==> src/rtl/learn_sweep_seq.sv <==
// learn_sweep_seq: DDS learn-mode sweep that steps the controller frequency and stores ADC peak-to-peak per point
module learn_sweep_seq #(
  parameter int N_POINTS   = 100,
  parameter int SETTLE_CYC = 500000,
  parameter int MEAS_CYC   = 1000000,
  parameter int PULSE_CYC  = 4,
  parameter int ADC_W      = 12,
  parameter int ADDR_W     = 7
) (
  input  logic              clk_50m,
  input  logic              rst_n,
  input  logic              start,
  input  logic              abort,
  input  logic [ADC_W-1:0]  adc_data,
  input  logic              adc_valid,
  output logic              learn_en,
  output logic              next_freq,
  output logic              amp_wr_en,
  output logic [ADDR_W-1:0] amp_wr_addr,
  output logic [ADC_W-1:0]  amp_wr_data,
  output logic              busy,
  output logic              done
);
  typedef enum logic [2:0] {IDLE, SETTLE, MEAS, STORE, STEP, DONE} state_t;
  state_t state, state_n;
  logic start_d;
  logic [31:0] cnt;
  logic [ADDR_W-1:0] idx;
  logic [ADC_W-1:0] mn, mx;
  always_comb begin
    state_n = state;
    case (state)
      IDLE:    state_n = (start && !start_d) ? SETTLE : IDLE;
      SETTLE:  state_n = (cnt == 32'(SETTLE_CYC - 1)) ? MEAS : SETTLE;
      MEAS:    state_n = (cnt == 32'(MEAS_CYC - 1)) ? STORE : MEAS;
      STORE:   state_n = (idx == ADDR_W'(N_POINTS - 1)) ? DONE : STEP;
      STEP:    state_n = (cnt == 32'(PULSE_CYC - 1)) ? SETTLE : STEP;
      DONE:    state_n = IDLE;
      default: state_n = IDLE;
    endcase
    if (abort) state_n = IDLE;
    busy        = state != IDLE;
    learn_en    = busy;
    next_freq   = state == STEP && !abort;
    amp_wr_en   = state == STORE && !abort;
    done        = state == DONE && !abort;
    amp_wr_addr = amp_wr_en ? idx : '0;
    amp_wr_data = (amp_wr_en && mx >= mn) ? mx - mn : '0;
  end
  always_ff @(posedge clk_50m or negedge rst_n)
    if (!rst_n) begin
      state   <= IDLE;
      start_d <= 1'b1;
      cnt     <= '0;
      idx     <= '0;
      mn      <= '0;
      mx      <= '0;
    end else begin
      state   <= state_n;
      start_d <= start;
      cnt     <= (state_n != state) ? '0 : cnt + 32'd1;
      idx     <= (state == IDLE) ? '0 : (state == STEP && state_n == SETTLE) ? idx + ADDR_W'(1) : idx;
      mn      <= (state != MEAS && state_n == MEAS) ? '1 : (state == MEAS && adc_valid && adc_data < mn) ? adc_data : mn;
      mx      <= (state != MEAS && state_n == MEAS) ? '0 : (state == MEAS && adc_valid && adc_data > mx) ? adc_data : mx;
    end
endmodule
==> config.mk <==
export PLATFORM = sky130hd
export DESIGN_NAME = learn_sweep_seq
export DESIGN_NICKNAME = d
export VERILOG_FILES = /design/src/rtl/learn_sweep_seq.sv
export SDC_FILE = /design/constraint.sdc
export NUM_CORES = 1
export LEC_CHECK = 0
export BUFFER_PORTS_ARGS = -buffer_cell sky130_fd_sc_hd__buf_2
export CAP_MARGIN = 20
export CORE_ASPECT_RATIO = 1.1
export CORE_MARGIN = 4
export CORE_UTILIZATION = 50
export CTS_BUF_LIST = sky130_fd_sc_hd__clkbuf_8
export CTS_CLUSTER_DIAMETER = 60
export DETAILED_ROUTE_END_ITERATION = 16
export PLACE_DENSITY = 0.69
export SYNTH_ARGS = -nofsm -noshare
export SYNTH_HDL_FRONTEND = slang
export SYNTH_SLANG_ARGS = --single-unit
==> constraint.sdc <==
create_clock -name clk_50m -period 9.4 [get_ports clk_50m]
set_input_delay 1.41 -clock clk_50m [delete_from_list [all_inputs] [get_ports clk_50m]]
set_output_delay 1.41 -clock clk_50m [all_outputs]
set_load 0.01 [all_outputs]
==> results of run 1 <==
## per-layer routing
layer / share of wire, % / GRT usage, % / wire length [um]
met1: 44 / 28.1 / 4770
met5: 0 / 0 / 0
met2: 50 / 36.8 / 5450
met3: 4.1 / 4.19 / 447
met4: 2.4 / 8.68 / 257
## state kept, by name (all words and copies together), names as in the netlist
name	cells
state	3
mx	12
mn	12
start_d	1
cnt	32
idx	7
## power by group
group	switching (mW)	internal, mW	total [mW]
clock network	0.112	0.201	0.312
logic	0.0480	0.0304	0.0784
registers	0.0118	0.299	0.310
## kinds of logic (layout without fill, tap and decap cells)
kind of cell / after synthesis / count (layout)
xor gates and xnor gates: 38 / 38
DFF: 67 / 67
AOI/OAI and AO/OA: 98 / 98
and+or+nand+nor: 227 / 227
buffers and inverters: 54 / 95
adders and majority gates: 38 / 38
## placed cells by master, fill, tap and decap left out, drive strengths merged, types with 8 or more instances in the layout
master  synthesis  layout
dfrtp          66      66
nand3          33      33
nor3           27      27
o31ai          15      15
nor2           58      58
xnor2           8       8
inv            33      35
and2            9       9
a21oi          27      27
o21ai          24      24
nand4          24      24
buf             5      46
nor4           10      10
ha             37      37
nand2          27      27
clkbuf         16       9
xor2           30      30
## layout make-up
class,instances,share of cell area [%]
Multi-Input combinational cell,401,52.0
Sequential cell,67,32.9
Timing Repair Buffer,46,4.82
Tap cell,114,2.80
Clock inverter,7,2.60
Clock buffer,9,2.43
Inverter,33,2.43
## stage by stage
step / std cells / setup slack [ns] / hold WS, ns / cell area, um^2
2_1_floorplan: 522 / 5.26 / 0.444 / 4570
3_3_place_gp: 660 / 4.92 / 0.475 / 4830
3_5_place_dp: 660 / 4.87 / 0.472 / 4830
4_1_cts: 676 / 4.47 / 0.503 / 5080
5_1_grt: 677 / 4.21 / 0.527 / 5090
6_report: 677 / 4.47 / 0.497 / 5090
## worst max path at each step
stage / endpoint / depth (start not counted)
finish: amp_wr_data[8] / 11
CTS: amp_wr_data[8] / 11
global route: amp_wr_data[11] / 11
global placement: amp_wr_data[10] / 7
floorplan: amp_wr_data[8] / 6
detailed placement: amp_wr_data[8] / 11
==> summary.txt, run 1 <==
outcome: completed
Vias/cell: 5.87
largest family of logic cells by synthesized area: simple AND/OR/NAND/NOR gates
die span in y: 108 um
Final Skew: 0.00949 ns
ant diodes: 0
Slew Limit Fails: 0
CP max-delay cell: a22oi_1
CTS tree: done
Synth Area in Adders: 10.6%
fin nets: 613
clk buf depth: 2
post-synthesis net count: 577
hold path depth: 1
first-pass GRT wire length: 18900 um
Synth Cell Area: 0.00457 mm^2
endpoints failing setup: 0
IO buf count: 40
Setup Buffers After CTS: 0
initial core utilization: 51.5%
maxcap violations: 0
Worst Tran Pin Value: 0.869 ns
Primary FF master, synth: dfrtp_1
commonest cells in the netlist: dfrtp_1, nor2_1, ha_1
mux cell area share after synthesis: 0%
compound-gate portion of the synthesized area: 13.7%
CTS buffer count: 9
ys async rst share: 100%
Post-synth EDFFs: 0
Tmin final: 4.93 ns
placer's final routability congestion estimate: 0.863
FP Rows: 36
Crit. End Element: output pin
worst setup path class: register to output pin
power per standard cell area: 138 mW/mm^2
drt pass-1 iters: 5
register area share after synthesis: 36.7%
final total power: 0.701 mW
crit path buf inv count: 3
post-route ant nets: 0
reg2reg start: cnt[20]$_DFF_PN0_
Post-Synth Simple-Gate Area: 26.4%
Startpoint Class: register
Post-Synth XOR/XNOR Area: 7.29%
setup repair after global routing missed its margin: no
Yosys top cell by area: dfrtp_1
FF+latch count, synth: 67
CP Launch Point: mx[0]$_DFFE_PN0P_
leakage power: 2.37 nW
Critical Path RT: 7.99 ns
Global Route Usage Sum: 22.0%
CTS clk-pin slew, worst paths: 0.07 ns
vias in the first global route: 3936
family with the most delay on the worst path: simple AND/OR/NAND/NOR gates
Total Wirelength: 10900 um
Hold Crit Endpoint: cnt[0]$_DFF_PN0_
synth-to-layout area growth: 11.5%
post-synth top area share: 36.2%
Syn Area/Cell: 8.75 um^2
R2R Setup Slk: 6.27 ns
Chip Width: 99.1 um
die area: 0.0107 mm^2
area of the multi-input gates: 0.00265 mm^2
CP max FO: 12
worst reg-to-reg path cell count: 7
critical path, cell by cell: inv_1, ha_1, inv_1, fa_1, nand3_1, a21oi_1, or3_1, or4_1, a22oi_1, nor3_1, buf_2
hpwl dp: 8000 um
layout cells sized above 1: 12.3%
Ports: 41
FMAX: 203 MHz
post-CTS sizing: 0
largest net degree at the start of global routing: 68
grt ovf: 0
root buf cell: clkbuf_8
synth top area cells: dfrtp_1, ha_1, xor2_1, nor2_1, nand3_1
drt drc: 0
clock sink count: 67
relative slew slack: 42.1%
DR WL/cell: 16.1 um
routed vias: 3974
Ys Warns: 0
clk_lat worst skew: 0.36 ns
VDD IR max: 70.5 uV
critical path arrival: 3.52 ns
post-synthesis cell type count: 54
area occupied by registers: 0.00168 mm^2
Detailed Route Iter0 Violations: 236
gate count after technology mapping: 522
most common cell in the netlist: dfrtp_1
Core ar.: 0.00887 mm^2
Hold Crit Class: register to register
initial antenna violation count: 0
min-delay src: cnt[0]$_DFF_PN0_
Setup TNS: 0 ns
cell mode on critical path: inv_1
reg2reg end: cnt[24]$_DFF_PN0_
fillcell total: 809
# hold bufs at CTS: 0
Final Hold Fails: 0
CP peak stage delay: 0.72 ns
Tcrit/Tclk final: 52.5%
Util after Layout: 57.4%
H-tree Lvls: 3
No activity file was read; power rests on OpenSTA's default activity.
==> run 2: changes to the inputs <==
==> constraint.sdc (replaced) <==
create_clock -name clk_50m -period 4.6 [get_ports clk_50m]
set_input_delay 0.69 -clock clk_50m [delete_from_list [all_inputs] [get_ports clk_50m]]
set_output_delay 0.69 -clock clk_50m [all_outputs]
set_load 0.01 [all_outputs]
==> run 2 against run 1 <==
Compared with the run above: wire length is 1.0% higher; global-route usage is 0.40 points lower; core utilization is 0.78 points lower; sequential power is 110% higher; die area stayed put; first-iteration DRC count is 27% higher; critical path depth stayed put; critical endpoint is now amp_wr_data[11]; clock power is 53% higher; sequential share of layout area is 0.45 points higher; register-to-register slack worse by 4.9 ns; clock skew is 0.00095 ns higher.
==> summary.txt, run 2 (same netlist as run 1, synthesis figures left out) <==
Vias/cell: 5.95
Final Hold Fails: 0
met1 Resource Use GR: 27.4%
hpwl dp: 8030 um
switch share: 27.0%
cell count after placement: 660
Total Wirelength: 11000 um
final setup margin: 0.372 ns
Critical Path RT: 3.91 ns
Cell Count, Final, Fillers Out: 677
FMAX: 237 MHz
Util after Layout: 56.6%
DR WL/cell: 16.3 um
relative slew slack: 42.6%
# hold bufs at CTS: 0
Post-Place Worst Slack: 0.765 ns
initial core utilization: 51.5%
Setup Buffers After CTS: 0
root buf cell: clkbuf_8
outcome: completed
setup repair after global routing missed its margin: no
largest net degree at the start of global routing: 38
leakage power: 2.34 nW
sequential share of power: 50.0%
CTS tree: done
Tmin final: 4.23 ns
post-route ant nets: 0
grt ovf: 0
VDD IR max: 158 uV
grt met2 use: 35.4%
fillcell total: 810
layout cells sized above 1: 11.9%
critical path arrival: 3.54 ns
Core ar.: 0.00887 mm^2
met3 GRT Util: 4.71%
first-pass GRT wire length: 18600 um
endpoints failing setup: 0
worst setup path class: register to output pin
highest-count cells in the layout ignoring fill and taps: dfrtp_1, nor2_1, buf_2
Global Route Usage Sum: 21.6%
Worst Tran Pin Value: 0.862 ns
Clk pwr share: 37.4%
max reg flops: 32
Chip Width: 99.1 um
clk_lat worst skew: 0.35 ns
Ports: 41
power per standard cell area: 253 mW/mm^2
vias in the first global route: 3889
post-CTS sizing: 0
worst reg-to-reg path cell count: 7
Final Skew: 0.0104 ns
Net Sw Power: 0.343 mW
Top reg by flops: cnt
CTS buffer count: 9
commonest non-fill, non-tap cell in the layout: dfrtp_1
clock sink count: 67
clk buf depth: 2
placer's final routability congestion estimate: 0.859
GRT busiest layer: met2
die span in y: 108 um
FP Rows: 36
H-tree Lvls: 3
maxcap violations: 0
Startpoint Class: register
part of the power in combinational logic: 12.6%
die area: 0.0107 mm^2
drt drc: 0
Crit. End Element: output pin
Detailed Route Iter0 Violations: 300
routed vias: 4030
CTS clk-pin slew, worst paths: 0.07 ns
ant diodes: 0
drt pass-1 iters: 5
Tcrit/Tclk final: 91.9%
fin nets: 613
synth-to-layout area growth: 10.0%
IO buf count: 40
CP max FO: 12
initial antenna violation count: 0
Internal Pwr Total: 0.929 mW
Setup TNS: 0 ns
Hold Crit Class: primary input to asynchronous set/reset pin
Slew Limit Fails: 0
Largest regs: cnt: 32 flops, mn: 12 flops, mx: 12 flops
## run 2: cell count changes in the layout (fill, tap and decap cells not counted), sizes merged
| cell | delta |
|---|---|
| clkbuf | +1 |
| bufinv | -3 |
| inv | +2 |
## run 2: cell type report
type | instances | area (um^2) | area share (%)
timing repair buffer | 46 | 245 | 4.88
tap | 114 | 143 | 2.84
clock buffer | 10 | 138 | 2.74
sequential | 67 | 1680 | 33.4
multi-input combinational | 401 | 2650 | 52.7
inverter | 33 | 124 | 2.47
clock inverter | 6 | 50.0 | 0.996
## run 2: path summary, 6_finish.rpt
path,from,endpoint,slack (ns)
min reg2reg,cnt[0]$_DFF_PN0_,cnt[0]$_DFF_PN0_,0.49
min,rst_n,mx[2]$_DFFE_PN0P_,0.43
max reg2reg,cnt[6]$_DFF_PN0_,cnt[11]$_DFF_PN0_,1.41
min in group clk_50m,start,start_d$_DFF_PN1_,0.44
max in group asynchronous,rst_n,start_d$_DFF_PN1_,3.20
max,mx[0]$_DFFE_PN0P_,amp_wr_data[11],0.37
## run 2: stage by stage
stage	hold WS, ns	total power [mW]	instance area (um^2)
detailed placement	0.485	0.806	4830
finish	0.430	1.27	5020
global placement	0.477	0.801	4830
floorplan	0.394	0.752	4570
global route	0.412	1.34	5020
CTS	0.414	1.29	5020
## run 2: power groups by stage
stage	clock network [mW]	registers [mW]	logic [mW]
final	0.476	0.636	0.160
after global routing	0.520	0.640	0.182
after CTS	0.493	0.635	0.161
after detailed placement	0	0.645	0.160
after global placement	0	0.645	0.156
after floorplan	0	0.638	0.114
## run 2: worst max-delay path, stage by stage, from the launching register on
cell and delay, ns:
dfrtp_1 0.38, inv_1 0.08, ha_1 0.17, inv_1 0.05, fa_1 0.40, nand3_1 0.12
a21oi_1 0.09, or3_1 0.36, or4_1 0.50, a22oi_1 0.72, a31oi_1 0.13, buf_2 0.19
## run 2: layer usage
layer / routed length (um) / up-vias
li1: - / 1961
met1: 4800 / 1945
met2: 5390 / 95
met3: 515 / 29
met4: 328 / 0
met5: 0 / -
